File: src/rtl/ir_pkg.sv
// ----------------------------------------------------------------------------
// ir_pkg
// Shared definitions for the instruction-register queue: field widths of the
// instruction word, default word width, derived constant-field width and the
// opcode enumeration.
// ----------------------------------------------------------------------------
package ir_pkg;

    localparam int IR_DATA_W = 32;
    localparam int IR_OPC_W  = 5;
    localparam int IR_REG_W  = 4;
    localparam int IR_C_W    = IR_DATA_W - IR_OPC_W - 3 * IR_REG_W;

    typedef enum logic [IR_OPC_W-1:0] {
        OPC_LD   = 5'h00,
        OPC_LDI  = 5'h01,
        OPC_ST   = 5'h02,
        OPC_ADD  = 5'h03,
        OPC_SUB  = 5'h04,
        OPC_AND  = 5'h05,
        OPC_OR   = 5'h06,
        OPC_SHR  = 5'h07,
        OPC_SHL  = 5'h08,
        OPC_ROR  = 5'h09,
        OPC_ROL  = 5'h0A,
        OPC_ADDI = 5'h0B,
        OPC_ANDI = 5'h0C,
        OPC_ORI  = 5'h0D,
        OPC_MUL  = 5'h0E,
        OPC_DIV  = 5'h0F,
        OPC_NEG  = 5'h10,
        OPC_NOT  = 5'h11,
        OPC_BR   = 5'h12,
        OPC_JR   = 5'h13,
        OPC_JAL  = 5'h14,
        OPC_IN   = 5'h15,
        OPC_OUT  = 5'h16,
        OPC_MFHI = 5'h17,
        OPC_MFLO = 5'h18,
        OPC_NOP  = 5'h19,
        OPC_HALT = 5'h1A
    } opcode_e;

endpackage

File: src/rtl/ir_field_decode.sv
// ----------------------------------------------------------------------------
// ir_field_decode
// Splits the head instruction word into its fields and widens the constant.
// Build option: define IR_QUEUE_SIGNEXT_EN to sign-extend C into Cext;
// otherwise C is zero-extended.
//
// Ports
//   head   in   DATA_W        instruction word to decode
//   opcode out  OPC_W         head[DATA_W-1 -: OPC_W]
//   ra     out  REG_W         next REG_W bits below the opcode
//   rb     out  REG_W         next REG_W bits below ra
//   rc     out  REG_W         next REG_W bits below rb
//   c      out  C_W           remaining low bits
//   cext   out  DATA_W        c widened to DATA_W
// ----------------------------------------------------------------------------
module ir_field_decode
    import ir_pkg::*;
#(
    parameter int DATA_W = IR_DATA_W,
    parameter int OPC_W  = IR_OPC_W,
    parameter int REG_W  = IR_REG_W,
    parameter int C_W    = DATA_W - OPC_W - 3 * REG_W
) (
    input  logic [DATA_W-1:0] head,
    output logic [OPC_W-1:0]  opcode,
    output logic [REG_W-1:0]  ra,
    output logic [REG_W-1:0]  rb,
    output logic [REG_W-1:0]  rc,
    output logic [C_W-1:0]    c,
    output logic [DATA_W-1:0] cext
);

    assign opcode = head[DATA_W-1 -: OPC_W];
    assign ra     = head[DATA_W-OPC_W-1 -: REG_W];
    assign rb     = head[DATA_W-OPC_W-REG_W-1 -: REG_W];
    assign rc     = head[DATA_W-OPC_W-2*REG_W-1 -: REG_W];
    assign c      = head[C_W-1:0];

`ifdef IR_QUEUE_SIGNEXT_EN
    logic signed [C_W-1:0] c_s;

    assign c_s  = c;
    assign cext = DATA_W'(c_s);
`else
    assign cext = {{(DATA_W-C_W){1'b0}}, c};
`endif

endmodule

File: src/rtl/ir_queue.sv
// ----------------------------------------------------------------------------
// ir_queue
// Instruction-register queue: a DEPTH-entry circular buffer of instruction
// words fed from the bus, presenting the head entry and its decoded fields.
// Build option: IR_QUEUE_SIGNEXT_EN (applied inside ir_field_decode) selects
// sign- instead of zero-extension of the C field onto Cext.
//
// Ports
//   Clock     in   1          rising-edge clock
//   Clear     in   1          asynchronous active-low reset
//   BusMuxOut in   DATA_W     instruction to push
//   IRin      in   1          push request
//   IRtake    in   1          pop request
//   Flush     in   1          synchronous discard of all entries
//   InReady   out  1          a push would be accepted this cycle
//   IRvalid   out  1          head entry present
//   IR        out  DATA_W     head instruction (0 when empty)
//   Opcode, Ra, Rb, Rc, C     decoded head fields (0 when empty)
//   Cext      out  DATA_W     C widened to DATA_W
//   Count     out  clog2(DEPTH+1)  occupancy
//   Overflow  out  1          sticky flag: a push was dropped
// ----------------------------------------------------------------------------
module ir_queue
    import ir_pkg::*;
#(
    parameter int DATA_W = IR_DATA_W,
    parameter int DEPTH  = 4,
    parameter int OPC_W  = IR_OPC_W,
    parameter int REG_W  = IR_REG_W
) (
    input  logic                            Clock,
    input  logic                            Clear,
    input  logic [DATA_W-1:0]               BusMuxOut,
    input  logic                            IRin,
    input  logic                            IRtake,
    input  logic                            Flush,
    output logic                            InReady,
    output logic                            IRvalid,
    output logic [DATA_W-1:0]               IR,
    output logic [OPC_W-1:0]                Opcode,
    output logic [REG_W-1:0]                Ra,
    output logic [REG_W-1:0]                Rb,
    output logic [REG_W-1:0]                Rc,
    output logic [DATA_W-OPC_W-3*REG_W-1:0] C,
    output logic [DATA_W-1:0]               Cext,
    output logic [$clog2(DEPTH+1)-1:0]      Count,
    output logic                            Overflow
);

    localparam int PTR_W = $clog2(DEPTH);
    localparam int CNT_W = $clog2(DEPTH+1);
    localparam int C_W   = DATA_W - OPC_W - 3 * REG_W;

    logic [DATA_W-1:0] mem [DEPTH];
    logic [PTR_W-1:0]  wr_ptr;
    logic [PTR_W-1:0]  rd_ptr;
    logic [CNT_W-1:0]  cnt;
    logic              ovf;
    logic              push;
    logic              pop;
    logic [DATA_W-1:0] head;

    assign IRvalid = (cnt != '0);
    // A pop in the same cycle frees a slot, so a full queue still accepts.
    assign InReady = (cnt < CNT_W'(DEPTH)) || (IRtake && IRvalid);
    assign push    = IRin && InReady && !Flush;
    assign pop     = IRtake && IRvalid && !Flush;

    always_ff @(posedge Clock or negedge Clear) begin
        if (!Clear) begin
            wr_ptr <= '0;
            rd_ptr <= '0;
            cnt    <= '0;
            ovf    <= 1'b0;
            for (int i = 0; i < DEPTH; i++) begin
                mem[i] <= '0;
            end
        end else if (Flush) begin
            wr_ptr <= '0;
            rd_ptr <= '0;
            cnt    <= '0;
            ovf    <= 1'b0;
        end else begin
            if (push) begin
                mem[wr_ptr] <= BusMuxOut;
                wr_ptr      <= wr_ptr + PTR_W'(1);
            end
            if (pop) begin
                rd_ptr <= rd_ptr + PTR_W'(1);
            end
            if (push && !pop) begin
                cnt <= cnt + CNT_W'(1);
            end else if (pop && !push) begin
                cnt <= cnt - CNT_W'(1);
            end
            if (IRin && !InReady) begin
                ovf <= 1'b1;
            end
        end
    end

    // Stale storage is masked so every head-derived output reads 0 when empty.
    assign head     = IRvalid ? mem[rd_ptr] : '0;
    assign IR       = head;
    assign Count    = cnt;
    assign Overflow = ovf;

    ir_field_decode #(
        .DATA_W (DATA_W),
        .OPC_W  (OPC_W),
        .REG_W  (REG_W),
        .C_W    (C_W)
    ) u_decode (
        .head   (head),
        .opcode (Opcode),
        .ra     (Ra),
        .rb     (Rb),
        .rc     (Rc),
        .c      (C),
        .cext   (Cext)
    );

endmodule

File: config.mk
export PLATFORM = sky130hd
export DESIGN_NAME = ir_queue
export DESIGN_NICKNAME = d
export VERILOG_FILES = /design/src/rtl/ir_pkg.sv /design/src/rtl/ir_field_decode.sv /design/src/rtl/ir_queue.sv
export SDC_FILE = /design/constraint.sdc
export NUM_CORES = 1
export LEC_CHECK = 0
export BUFFER_PORTS_ARGS = -buffer_cell sky130_fd_sc_hd__buf_2
export CAP_MARGIN = 10
export CORE_ASPECT_RATIO = 0.75
export CORE_MARGIN = 2
export CORE_UTILIZATION = 35
export CTS_CLUSTER_DIAMETER = 200
export CTS_CLUSTER_SIZE = 30
export DETAILED_ROUTE_END_ITERATION = 8
export GPL_ROUTABILITY_DRIVEN = 1
export HOLD_SLACK_MARGIN = 0.05
export SLEW_MARGIN = 20
export SYNTH_ARGS = -nofsm -noshare
export SYNTH_HDL_FRONTEND = slang
export SYNTH_SLANG_ARGS = --single-unit
File: constraint.sdc
create_clock -name Clock -period 5.45 [get_ports Clock]
set_input_delay 0.545 -clock Clock [delete_from_list [all_inputs] [get_ports Clock]]
set_output_delay 0.545 -clock Clock [all_outputs]
set_load 0.03 [all_outputs]
# After elaboration in Yosys (flattened, before gate mapping)
# Index checks and enable logic that the tools add are counted.
# classes
n_addsub,4
order_cmp,4
muxes,16
n_bitwise,3
n_reduce_logical,19
# op_table
operator,count
$bwmux W128,1
$mux W32,4
$bmux W32 S2,1
$demux W32 S2,1
$mux W3,3
$logic_and A1 B1 Y1,8
$mux W2,4
$ge A3 B3 Y1 const B,2
$not A2 Y3,2
$reduce_bool A2 Y1,3
$reduce_bool A3 Y1,2
$add A2 B1 Y2 const B,2
$logic_not A1 Y1,4
$add A3 B1 Y3 const B,1
$lt A3 B1 Y1 const B,1
$lt A3 B3 Y1 const B,1
$sub A3 B1 Y3 const B,1
$mux W1,2
$reduce_and A2 Y1,1
$logic_or A1 B1 Y1,1
$not A1 Y1,1
# totals
ff_bits,136
in_bits,37
out_inout_bits,102
word_cells,54

# Depth between registers and ports, before layout
# logic_depth
depth_word,10
mapped_depth,9

# Modules after synthesis
# Synthesis repeated with hierarchy kept, for this count alone.
# hier_totals
hier_cells,477
hier_area_um2,6802.8
# by_module_without_submodules
mod,n_inst,cells_each,area_each_um2,seq_area_each_um2
ir_queue,1,412,6318.6,3403.3
ir_field_decode,1,65,484.2,0.0

# Least setup slack after synthesis
# OpenSTA, ideal clock, no wires.
# synth_timing
path_type,reg-to-output
startpoint,register cnt[1] (netlist: Count[1])
endpoint,output port Cext[0]
arrival_time_ns,2.002
t_required_ns,4.905
slack_ns,2.903
path_stages_with_launch,6
n_path_buf,3
cell_sequence,dfrtp_1 > or3_1 > clkbuf_1 > clkbuf_1 > and2_1 > buf_4
# synth_between
elab_chain_cells,2
# synth_rtl
element,line_no,source
start: declaration,ir_queue.sv:57,logic [CNT_W-1:0] cnt;
start signal: assignment,ir_queue.sv:92,cnt <= cnt + CNT_W'(1);
start signal: assignment,ir_queue.sv:94,cnt <= cnt - CNT_W'(1);
$reduce_bool A3 Y1,ir_queue.sv:63,assign IRvalid = (cnt != '0);
net IRvalid,ir_queue.sv:38,"output logic IRvalid,"
$mux W32,ir_queue.sv:103,assign head = IRvalid ? mem[rd_ptr] : '0;
end: declaration,ir_queue.sv:45,"output logic [DATA_W-1:0] Cext,"
# The timed path passes the listed nets, and every way through them passes these cells.

# Final worst setup path
# layout_timing
startpoint,register rd_ptr[0]
endpoint,output port C[0]
# layout_between
elab_chain_cells,5
# layout_rtl
element,line_no,source
start: declaration,ir_queue.sv:56,logic [PTR_W-1:0] rd_ptr;
start signal: assignment,ir_queue.sv:89,rd_ptr <= rd_ptr + PTR_W'(1);
$not A2 Y3 (not written as such),ir_queue.sv:103,
$bmux W32 S2,ir_queue.sv:103,
$mux W32 (not written as such) (2 in a row),ir_queue.sv:103,
$mux W32,ir_queue.sv:103,
end: declaration,ir_queue.sv:44,"output logic [DATA_W-OPC_W-3*REG_W-1:0] C,"
# Every way passes these cells. The select of a mux whose other input is x is not followed.

==> impl_metrics.toml <==
[clock_tree]
cts.sinks = 136
clock_path_buffers = 2
clk_latency_ns = 0.41
post_cts_buffers = 0
numCtsBuffers = 17
cts_hold_buffers = 0
tritoncts = "yes"
htreeDepth = 4
clkTransAtPathRegs_ns = 0.06
cts_resized = 0
cts-root-buf = "clkbuf_16"

[synthesis]
synth.largest_area_cell = "dfrtp_1"
synth_edf_count = 0
synth_area_mm2 = 0.00680
syn_area_per_cell_um2 = 14.3
synth_cells = 477
ys_ff_latch = 136
synth_cell_types = 33
yosys.area.top_type_share = 0.500
yosysWarnings = 0
synth_flop_cell = "dfrtp_1"
synth_area_leaders = "dfrtp_1 50%, mux2_2 21%, mux4_2 11%"
ys_seq_area_frac = 0.500
async_reset_ff_frac = 1.00

[placed_design]
post-dp-hpwl_um = 8910
place_congestion = 0.767
io_buffers = 121

[routing]
antenna_left = 0
drc = 0
drtIter0Drc = 191
wire_per_inst_um = 17.2
drt_pre_antenna_iters = 4
dr_total_vias = 3881
routed_via_density = 4.78
drt_wl_total_um = 13900

[global_route]
grt_pass1_wl_um = 22000
grt-ovfl-total = 0
grt_antenna_before_repair = 1
grt_pass1_vias = 4081
grtUsageTotal = 0.142
grt_max_degree = 72

[worst_setup_path]
end_kind = "output pin"
required_ns = 4.91
crit_type = "reg -> out"
critPathMaxFanout = 24
startpoint_type = "flop"
crit_arrival_ns = 2.51

[cells_and_area]
final_util = 0.410
antenna_cells = 0
syn_to_final_growth_pct = 15.7
nets = 588
final_cell_mix = "134 x dfrtp_1, 128 x mux2_2, 120 x buf_2, 32 x mux4_2, 32 x and2_1"
fillers = 1749
mostFrequentLayoutCell = "dfrtp_1"
drive_gt1_frac = 0.581

[power_and_ir_drop]
clkPwrFrac = 0.276
p_comb_frac = 0.405
p_switching_uw = 1840
pwr-share-seq = 0.320
p_sw_frac = 0.366
power.density_mw_per_mm2 = 640
internal-power_uw = 3190
irDropWorstVdd_v = 0.000372
leakagePower_uw = 0.00373

[die]
die_h_um = 125
initial_core_util = 0.354
coreArea_mm2 = 0.0192
die_width_um = 165
dieArea_mm2 = 0.0206
rows = 44
io_pins = 139

[sta]
rsz0062_at_grt = "no"
finalSetupTns_ns = 0
worstMarginPinSlew_ns = 0.998
relSlewSlack = 0.332
drv_slew = 0
fin_crit_sh = 0.561
fin_crit_ns = 3.06
fin_skew_ns = 0.00557
hold_viol = 0
max_freq_mhz = 327
finalSetupViolations = 0

[status]
status = "finished clean"

[hold_path]
hp-class = "in -> async"

[flow_run]
maxCapViolCount = 0
-- flip-flops by register name, indices dropped and copies added (netlist names) --
| register | flops |
|---|---|
| mem | 128 |
| rd_ptr | 2 |
| Overflow | 1 |
| Count | 3 |
| wr_ptr | 2 |
-- worst max-delay path, cell delays in order, from the launching register on --
cell	delay, ns
dfrtp_2	0.58
buf_4	0.52
mux4_2	0.59
and2_1	0.20
buf_2	0.18
-- logic make-up (layout without fill, tap and decap cells) --
| kind of cell | after synthesis | in the layout | share of synthesized area |
|---|---|---|---|
| AOI/OAI and AO/OA | 12 | 12 | 0.0116 |
| xor gates and xnor gates | 3 | 3 | 0.00386 |
| adders and majority gates | 5 | 5 | 0.0103 |
| buffers and inverters | 97 | 163 | 0.103 |
| DFF | 136 | 136 | 0.500 |
| muxes | 160 | 160 | 0.318 |
| other | 1 | 17 | 0.000551 |
| and+or+nand+nor | 63 | 63 | 0.0524 |
-- path summary, 6_finish.rpt --
path	start	end	slack, ns	cells past startpoint
min in group Clock	BusMuxOut[1]	mem[65]$_DFFE_PN0P_	0.40	2
hold reg to reg	mem[49]$_DFFE_PN0P_	mem[49]$_DFFE_PN0P_	0.50	1
setup / recovery	rd_ptr[0]$_DFFE_PN0P_	C[0]	2.39	4
hold / removal	Clear	mem[97]$_DFFE_PN0P_	0.13	1
max in group asynchronous	Clear	rd_ptr[1]$_DFFE_PN0P_	3.95	2
setup reg to reg	Count[1]$_DFFE_PN0P_	Count[1]$_DFFE_PN0P_	2.85	8
-- power groups by stage --
stage / logic, µW / clock network, µW / registers, µW
detailed placement: 2070 / 0 / 1630
global route: 2190 / 1470 / 1660
finish: 2040 / 1390 / 1610
floorplan: 1850 / 0 / 1540
CTS: 2070 / 1420 / 1610
global placement: 2040 / 0 / 1600
-- final cells by class --
type | instances | area (µm²) | share of cell area
Multi-Input combinational cell | 260 | 2770 | 0.352
Sequential cell | 136 | 3410 | 0.433
Timing Repair Buffer | 124 | 634 | 0.0806
Inverter | 7 | 26.3 | 0.00334
Clock buffer | 22 | 484 | 0.0615
Tap cell | 253 | 317 | 0.0402
Clock inverter | 10 | 236 | 0.0300
-- per-stage QoR --
| stage | hold WS (ns) | std cells | setup slack, ns | total power, µW | instance area (µm²) |
|---|---|---|---|---|---|
| final | 0.130 | 812 | 2.39 | 5040 | 7870 |
| after CTS | 0.157 | 812 | 2.31 | 5100 | 7870 |
| after global placement | 0.479 | 780 | 2.78 | 3640 | 7150 |
| after detailed placement | 0.490 | 780 | 2.76 | 3700 | 7150 |
| after floorplan | 0.249 | 493 | 2.90 | 3390 | 6860 |
| after global routing | 0.180 | 812 | 2.17 | 5320 | 7870 |
-- cell usage after synthesis (all sizes together), types with 2 or more instances --
cell,count
clkbuf,8
and2,33
buf,82
nor2,9
a31oi,2
xor2,2
dfrtp,136
or3,2
nor3,2
inv,7
nand2,10
mux4,32
mux2,128
nand3,3
a21oi,3
o21ai,2
ha,4
-- per-layer routing --
metal / track usage / vias up / share of wire
li1: - / 1749 / -
met1: 0.180 / 1998 / 0.44
met2: 0.233 / 119 / 0.49
met3: 0.0433 / 13 / 0.049
met4: 0.0435 / 2 / 0.011
met5: 0 / - / 0.00050
(Power assumes the default switching activity.)
